[src/rtl/seven_seg_scan_driver_pkg.sv]
// Shared constants and types for the multiplexed four-digit seven-segment driver.
package seven_seg_scan_driver_pkg;

  // Default timing: 1 kHz per digit at 100 MHz, 20 us anti-ghost gap, ~1 s blink half-period.
  localparam int DEF_DIGIT_TICKS  = 100000;
  localparam int DEF_BLANK_TICKS  = 2000;
  localparam int DEF_BLINK_FRAMES = 256;

  // Active-low segment patterns, bit order {g,f,e,d,c,b,a}.
  localparam logic [6:0] SEG_0     = 7'h40;
  localparam logic [6:0] SEG_1     = 7'h79;
  localparam logic [6:0] SEG_2     = 7'h24;
  localparam logic [6:0] SEG_3     = 7'h30;
  localparam logic [6:0] SEG_4     = 7'h19;
  localparam logic [6:0] SEG_5     = 7'h12;
  localparam logic [6:0] SEG_6     = 7'h02;
  localparam logic [6:0] SEG_7     = 7'h78;
  localparam logic [6:0] SEG_8     = 7'h00;
  localparam logic [6:0] SEG_9     = 7'h10;
  localparam logic [6:0] SEG_DASH  = 7'h3F;
  localparam logic [6:0] SEG_BLANK = 7'h7F;

  // Digit slot index; the value also selects the anode bit it drives.
  typedef enum logic [1:0] {
    DIG_R_ONES = 2'd0,
    DIG_R_TENS = 2'd1,
    DIG_L_ONES = 2'd2,
    DIG_L_TENS = 2'd3
  } digit_idx_e;

  // Frame-stable copy of the display inputs.
  typedef struct packed {
    logic [7:0] left;
    logic [7:0] right;
    logic       lz;
  } shadow_t;

  // Tens slots are the only ones subject to leading-zero suppression.
  function automatic logic is_tens(input digit_idx_e idx);
    return (idx == DIG_R_TENS) || (idx == DIG_L_TENS);
  endfunction

endpackage

[src/rtl/seven_seg_scan_driver_bcd_to_seg7.sv]
// Combinational BCD nibble to active-low seven-segment pattern; non-decimal codes show a dash.
module bcd_to_seg7
  import seven_seg_scan_driver_pkg::*;
(
  input  logic [3:0] bcd,
  output logic [6:0] seg
);

  // Decode one nibble to its segment pattern.
  always_comb begin
    // NOTE: every path assigns seg (default arm below), so no latch is inferred.
    case (bcd)
      4'd0:    seg = SEG_0;
      4'd1:    seg = SEG_1;
      4'd2:    seg = SEG_2;
      4'd3:    seg = SEG_3;
      4'd4:    seg = SEG_4;
      4'd5:    seg = SEG_5;
      4'd6:    seg = SEG_6;
      4'd7:    seg = SEG_7;
      4'd8:    seg = SEG_8;
      4'd9:    seg = SEG_9;
      default: seg = SEG_DASH;
    endcase
  end

endmodule

[src/rtl/seven_seg_scan_driver.sv]
// Four-digit multiplexed seven-segment scan driver with per-frame input shadowing,
// anti-ghost blanking, leading-zero suppression and whole-display blinking.
module seven_seg_scan_driver
  import seven_seg_scan_driver_pkg::*;
#(
  parameter int DIGIT_TICKS  = DEF_DIGIT_TICKS,
  parameter int BLANK_TICKS  = DEF_BLANK_TICKS,
  parameter int BLINK_FRAMES = DEF_BLINK_FRAMES
) (
  input  logic       clk,
  input  logic       rst_n,
  input  logic [7:0] display_left,
  input  logic [7:0] display_right,
  input  logic       lz_suppress,
  input  logic       blink_en,
  output logic [3:0] an,
  output logic [6:0] seg,
  output logic       dp,
  output logic       frame_tick
);

  localparam int TW = $clog2(DIGIT_TICKS);
  localparam int FW = (BLINK_FRAMES > 1) ? $clog2(BLINK_FRAMES) : 1;

  logic [TW-1:0] tick_q, tick_d;
  digit_idx_e    idx_q, idx_d;
  shadow_t       shadow_q, shadow_d;
  logic [FW-1:0] frame_cnt_q, frame_cnt_d;
  logic          blink_q, blink_d;
  logic [3:0]    an_q, an_d;
  logic [6:0]    seg_q, seg_d;

  logic          slot_wrap;
  logic          frame_load;
  logic [3:0]    nibble;
  logic [6:0]    dec_seg;

  assign slot_wrap  = (tick_q == TW'(DIGIT_TICKS - 1));
  assign frame_load = slot_wrap && (idx_q == DIG_L_TENS);

  // All state registers; reset clears the scan position, shadows and blink state.
  always_ff @(posedge clk or negedge rst_n) begin
    if (!rst_n) begin
      tick_q      <= '0;
      idx_q       <= DIG_R_ONES;
      shadow_q    <= '0;
      frame_cnt_q <= '0;
      blink_q     <= 1'b0;
      an_q        <= 4'hF;
      seg_q       <= SEG_BLANK;
    end else begin
      // NOTE: non-blocking so every register samples the pre-edge values of the others.
      tick_q      <= tick_d;
      idx_q       <= idx_d;
      shadow_q    <= shadow_d;
      frame_cnt_q <= frame_cnt_d;
      blink_q     <= blink_d;
      an_q        <= an_d;
      seg_q       <= seg_d;
    end
  end

  // Slot timer, digit index and frame-boundary shadow capture.
  always_comb begin
    tick_d   = slot_wrap ? '0 : tick_q + TW'(1);
    idx_d    = slot_wrap ? digit_idx_e'(idx_q + 2'd1) : idx_q;
    shadow_d = shadow_q;
    if (frame_load) begin
      shadow_d.left  = display_left;
      shadow_d.right = display_right;
      shadow_d.lz    = lz_suppress;
    end
  end

  // Blink frame counter and phase; parked at zero while blinking is disabled.
  always_comb begin
    frame_cnt_d = frame_cnt_q;
    blink_d     = blink_q;
    if (!blink_en) begin
      frame_cnt_d = '0;
      blink_d     = 1'b0;
    end else if (frame_load) begin
      if (frame_cnt_q == FW'(BLINK_FRAMES - 1)) begin
        frame_cnt_d = '0;
        blink_d     = ~blink_q;
      end else begin
        frame_cnt_d = frame_cnt_q + FW'(1);
      end
    end
  end

  // Pick the shadowed nibble shown in the current slot.
  always_comb begin
    nibble = shadow_q.right[3:0];
    case (idx_q)
      DIG_R_ONES: nibble = shadow_q.right[3:0];
      DIG_R_TENS: nibble = shadow_q.right[7:4];
      DIG_L_ONES: nibble = shadow_q.left[3:0];
      DIG_L_TENS: nibble = shadow_q.left[7:4];
      default:    nibble = shadow_q.right[3:0];
    endcase
  end

  bcd_to_seg7 u_bcd_to_seg7 (
    .bcd (nibble),
    .seg (dec_seg)
  );

  // Next anode/segment values: blank during the anti-ghost gap and the blink-off phase.
  always_comb begin
    seg_d = dec_seg;
    if (shadow_q.lz && is_tens(idx_q) && (nibble == 4'd0)) begin
      seg_d = SEG_BLANK;
    end
    an_d = ~(4'b0001 << idx_q);
    if ((tick_q < TW'(BLANK_TICKS)) || (blink_en && blink_q)) begin
      an_d = 4'hF;
    end
  end

  assign an         = an_q;
  assign seg        = seg_q;
  assign dp         = 1'b1;
  assign frame_tick = frame_load;

endmodule

[config.mk]
export PLATFORM = sky130hd
export DESIGN_NAME = seven_seg_scan_driver
export DESIGN_NICKNAME = d
export VERILOG_FILES = /design/src/rtl/seven_seg_scan_driver_pkg.sv /design/src/rtl/seven_seg_scan_driver_bcd_to_seg7.sv /design/src/rtl/seven_seg_scan_driver.sv
export SDC_FILE = /design/constraint.sdc
export NUM_CORES = 1
export LEC_CHECK = 0
export ABC_CLOCK_PERIOD_IN_PS = 4100
export CORE_MARGIN = 5
export CORE_UTILIZATION = 60
export DETAILED_ROUTE_END_ITERATION = 8
export PLACE_DENSITY_LB_ADDON = 0.2
export SLEW_MARGIN = 25
export SYNTH_ARGS = -nofsm -noshare
export SYNTH_HDL_FRONTEND = slang
export SYNTH_HIERARCHICAL = 1
export SYNTH_SLANG_ARGS = --single-unit
[constraint.sdc]
create_clock -name clk -period 4.1 [get_ports clk]
set_input_delay 0.82 -clock clk [delete_from_list [all_inputs] [get_ports clk]]
set_output_delay 0.82 -clock clk [all_outputs]
set_load 0.005 [all_outputs]
Yosys cells after proc, flatten, opt, wreduce, memory -nomap -nowiden
Memories as Yosys holds them, arrays and structs flattened. Index checks and enable logic that the tools add are counted. Widths: inputs -> output; s select.

Bits in registers: 56. ROM bits: 112. Bits of input ports: 20. Output and inout port bits: 13. Memories kept: 1.

Add/subtract/negate cells: 3. Order comparisons: 1. Equality and inequality tests: 7. Shifts and indexed selects: 1. Muxes and demuxes: 10. Bitwise gates (word level): 2. Reductions and logical operators: 9.

Memory list: (name not given) (words 16, bits a word 7, read ports 1, clocked after Yosys merged registers in 0, write ports 0, line seven_seg_scan_driver_bcd_to_seg7.sv:12) `case (bcd)`.

Operators with widths (count): $mux 8 (3); $add 17x1->17 const B (1); $eq 17x17->1 const B (1); $lt 17x11->1 const B (1); $mux 17 (1); $pmux 4 s4 (1); $add 8x1->8 const B (1); $eq 8x8->1 const B (1); $mux 7 (1); $eq 2x2->1 const B (2); $logic_and 1x1->1 (4); $logic_not 4->1 (1); $mux 4 (1); $ne 2x1->1 const B (2); $not 4->4 (1); $shl 1x2->4 const A (1); $mux 1 (3); $add 2x1->2 const B (1); $eq 2x1->1 const B (1); $logic_not 2->1 (1); $logic_or 1x1->1 (2); $reduce_and 2->1 (1); $not 1->1 (1).

Longest topological paths before layout
Gate-level depths: netlist (run 1).

Depth in word-level cells: 5. Gate-level depth with buffers: 9.

Hierarchy
Netlist (run 1), hierarchy kept.

By module, submodules not included: seven_seg_scan_driver (instances 1, cells an instance 237, area an instance 2660.1 sq um, seq. area each 1415.1 sq um); bcd_to_seg7 (instances 1, cells an instance 31, area an instance 240.2 sq um, seq. area each 0.0 sq um).

Worst setup path before layout (run 1)
Ideal clock, no wire load.

Path type: reg-to-output. Start: register tick_q[11]. End: output frame_tick. Data arrival time: 1863 ps. Required time: 3280 ps. Path slack: 1417 ps. Cell stages (with the launch flop): 5. Buffers on the path: 1. Cell sequence: dfrtp_1 > or4_4 > or4_4 > buf_6 > nor2_1.

Cells in the longest elaborated chain, start to end: 2.

Ends and longest elaborated chain: start: declaration (line seven_seg_scan_driver.sv:25) `logic [TW-1:0] tick_q, tick_d;`; start signal: assignment (line seven_seg_scan_driver.sv:53) `tick_q <= tick_d;`; $eq 17x17->1 (line seven_seg_scan_driver.sv:38) `assign slot_wrap = (tick_q == TW'(DIGIT_TICKS - 1));`; $logic_and 1x1->1 (line seven_seg_scan_driver.sv:39) `assign frame_load = slot_wrap && (idx_q == DIG_L_TENS);`; end: declaration (line seven_seg_scan_driver.sv:19) `output logic frame_tick`.

Every way passes these cells.

Final worst setup path (run 1)
Same ends and word-level chain as after synthesis.

==> run_results.csv, run 1 <==
group,metric,value,unit
status,status,"finished clean",
clocking,clk_path_buf_depth,2,
drt,viasPerCell,5.76,
die,core,0.00472,mm2
drt,first_iter_violations,81,
power,switching_share,0.203,
synthesis,synth_top_family_by_area,"simple AND/OR/NAND/NOR gates",
grt,grt_usage,0.187,
power,power_frac_comb,0.044,
synthesis,syn_area,0.00290,mm2
clocking,clockRootBuffer,"clkbuf_8",
power,pwr-share-seq,0.588,
placed_design,place_congestion,0.834,
synthesis,yosys_warnings,6,
clocking,cts_tree,"built",
final_layout,area_delta_synth_final,15.4,%
grt,overflow,0,
synthesis,synth_mux_area_frac,0.0785,
power,p_int,764,uW
synthesis,synthTopCellsByCount,"dfrtp_1 (45), nand3_1 (19), nand2_1 (16)",
clocking,post-cts-setup-buffers,0,
final_layout,drive_gt1_frac,0.171,
synthesis,synth_compound_area_frac,0.0936,
grt,grt_pass1_vias,2059,
die,die_area,0.00632,mm2
sta,fin_crit,3.67,ns
sta,tightest_slew,0.848,ns
synthesis,synth_edf_count,0,
synthesis,synth_nets,300,
grt,grt_pass1_wl,9330,um
synthesis,synthArstFlopShare,1.00,
die,io_pins,33,
synthesis,ys.flop_type,"dfrtp_1",
power,pwr-share-clk,0.369,
synthesis,synth.largest_area_cell,"dfrtp_1",
synthesis,synth_simple_gate_area_frac,0.207,
synthesis,synth_area_per_cell,10.8,um2
synthesis,yosysSeqAreaShare,0.488,
min_path,min_path_type,"in2async",
clocking,holdBufCountCts,0,
sta,hold_ws,0.440,ns
final_layout,antenna_cells,0,
sta,rsz0062_at_grt,"no",
clocking,cts_buffers,5,
setup_path,path_class,"reg2out",
placed_design,port_buffers,31,
die,std_cell_rows,25,
setup_path,worst_setup_path_end_kind,"output pin",
drt,wl,5450,um
synthesis,synthTopCellsByArea,"dfrtp_1 (39%), dfstp_2 (10%), mux2_2 (5.4%)",
clocking,insertion_delay,0.31,ns
drt,ant_nets,0,
grt,grt_max_degree,36,
final_layout,fin_nets,330,
power,p_per_area,286,mW/mm2
synthesis,ys_types,54,
sta,relSlewSlack,0.418,
sta,slew_violations,0,
synthesis,postSynthCellCount,268,
drt,wl_per_cell,14.9,um
sta,setup_tns,0,ns
drt,drc,0,
sta,setup_viol,0,
clocking,cts.clk_slew.worst_paths,0.10,ns
die,initial_core_util,0.614,
sta,period_share,0.894,
clocking,h-tree-depth,2,
clocking,cts_sinks,56,
drt,vias,2107,
sta,worst_slack,0.433,ns
power,switchingPower,194,uW
synthesis,synth_most_common_cell,"dfrtp_1",
power,vdd_drop_max,187,uV
placed_design,place_ws,0.789,ns
setup_path,worstSetupStartpointType,"register",
synthesis,yosysTopAreaCellShare,0.388,
grt,antenna_found_initial,0,
clocking,cts_resized,0,
synthesis,synth_xor_area_frac,0.0423,
sta,final-hold-violation-count,0,
synthesis,synth_seq_cells,56,
job,cap_violations,0,
setup_path,crit_required,3.28,ns
setup_path,crit_arrival,2.85,ns
setup_path,crit_fanout,11,
power,leakagePower,1.42,nW
sta,skew,0.0157,ns
placed_design,dp_hpwl,3860,um
die,die_h,79.5,um
synthesis,post_synth_fa_ha_maj_area_fraction,0.0518,
die,die_w,79.5,um
drt,dr.pass1.iters,4,
sta,max_freq,273,MHz
-- sequential cells by signal, indices dropped and copies added (netlist names) --
name         count
an               4
shadow_q        17
frame_cnt_q      8
idx_q            2
seg              7
tick_q          17
blink_q          1
-- power by group through the flow --
| stage | combinational (mW) | sequential, mW | clock, mW |
|---|---|---|---|
| 2_1_floorplan | 0.0122 | 0.572 | 0 |
| 3_3_place_gp | 0.0421 | 0.574 | 0 |
| 3_5_place_dp | 0.0429 | 0.574 | 0 |
| 4_1_cts | 0.0429 | 0.563 | 0.363 |
| 5_1_grt | 0.0472 | 0.564 | 0.383 |
| 6_report | 0.0418 | 0.563 | 0.353 |
-- area by class of cell --
cell class	instances	area, um2
Sequential cell	56	1420
Tap cell	67	83.8
Clock inverter	2	35.0
Timing Repair Buffer	33	320
Fill cell	374	1380
Multi-Input combinational cell	190	1380
Clock buffer	6	72.6
Inverter	12	45.0
-- through the flow --
stage	utilization	instances	power (mW)	instance area (um2)
floorplan	-	268	0.585	2900
global placement	0.686	358	0.616	3240
detailed placement	0.686	358	0.617	3240
CTS	0.709	366	0.969	3350
global route	0.709	366	0.995	3350
finish	0.709	366	0.958	3350
-- logic make-up after synthesis --
kind of cell,count (synthesis)
compound gates,39
xor+xnor,14
fa+ha+maj,12
buf+inv,22
flops,56
mux,21
other cells,1
simple gates,103
-- worst paths after layout --
path | start | end | slack [ns] | depth (start not counted)
setup / recovery | tick_q[11]$_DFF_PN0_ | frame_tick | 0.43 | 4
hold / removal | rst_n | blink_q$_DFFE_PN0P_ | 0.44 | 1
setup reg to reg | tick_q[11]$_DFF_PN0_ | shadow_q[5]$_DFFE_PN0P_ | 1.36 | 4
hold reg to reg | tick_q[0]$_DFF_PN0_ | tick_q[0]$_DFF_PN0_ | 0.49 | 1
max in group asynchronous | rst_n | an[2]$_DFF_PN1_ | 2.82 | 2
min in group clk | tick_q[0]$_DFF_PN0_ | tick_q[0]$_DFF_PN0_ | 0.49 | 1
-- placed cells by master, fill, tap and decap left out, drive strengths merged, types with 10 or more instances in the layout --
master         instances
dfstp                 11
nand2                 16
inv                   12
nor2                  14
dfrtp                 45
mux2                  14
clkdlybuf4s50         30
ha                    12
nand3                 19
xnor2                 10
-- critical path: stages (launching register included) --
cell and delay [ns]:
dfrtp_1 0.42, or4_4 0.58, or4_4 0.58, nor2_1 0.37, clkdlybuf4s50_1 0.58
-- per-layer routing --
layer	up-vias	routed length, um	GRT usage
met3	6	262	0.0395
met2	50	2620	0.313
met4	0	63	0.0619
met1	1044	2500	0.240
met5	-	0	0
li1	1007	-	-
Power figures use the tool's default switching activity.
==> run 2: changes to the inputs <==
--- a/config.mk
+++ b/config.mk
@@ -10,7 +10,7 @@
 export CORE_UTILIZATION = 60
 export DETAILED_ROUTE_END_ITERATION = 8
 export PLACE_DENSITY_LB_ADDON = 0.2
-export SLEW_MARGIN = 25
+export SLEW_MARGIN = 20
 export SYNTH_ARGS = -nofsm -noshare
 export SYNTH_HDL_FRONTEND = slang
 export SYNTH_HIERARCHICAL = 1
==> results of run 2 <==
No change in the layout: final DEF, timing and power equal those of run 1.
==> run 3: changes to the inputs <==
--- a/config.mk
+++ b/config.mk
@@ -9,6 +9,7 @@
 export CORE_MARGIN = 5
 export CORE_UTILIZATION = 60
 export DETAILED_ROUTE_END_ITERATION = 8
+export HOLD_SLACK_MARGIN = 0.15
 export PLACE_DENSITY_LB_ADDON = 0.2
 export SLEW_MARGIN = 20
 export SYNTH_ARGS = -nofsm -noshare
==> results of run 3 <==
No change in the layout: final DEF, timing and power equal those of run 1.
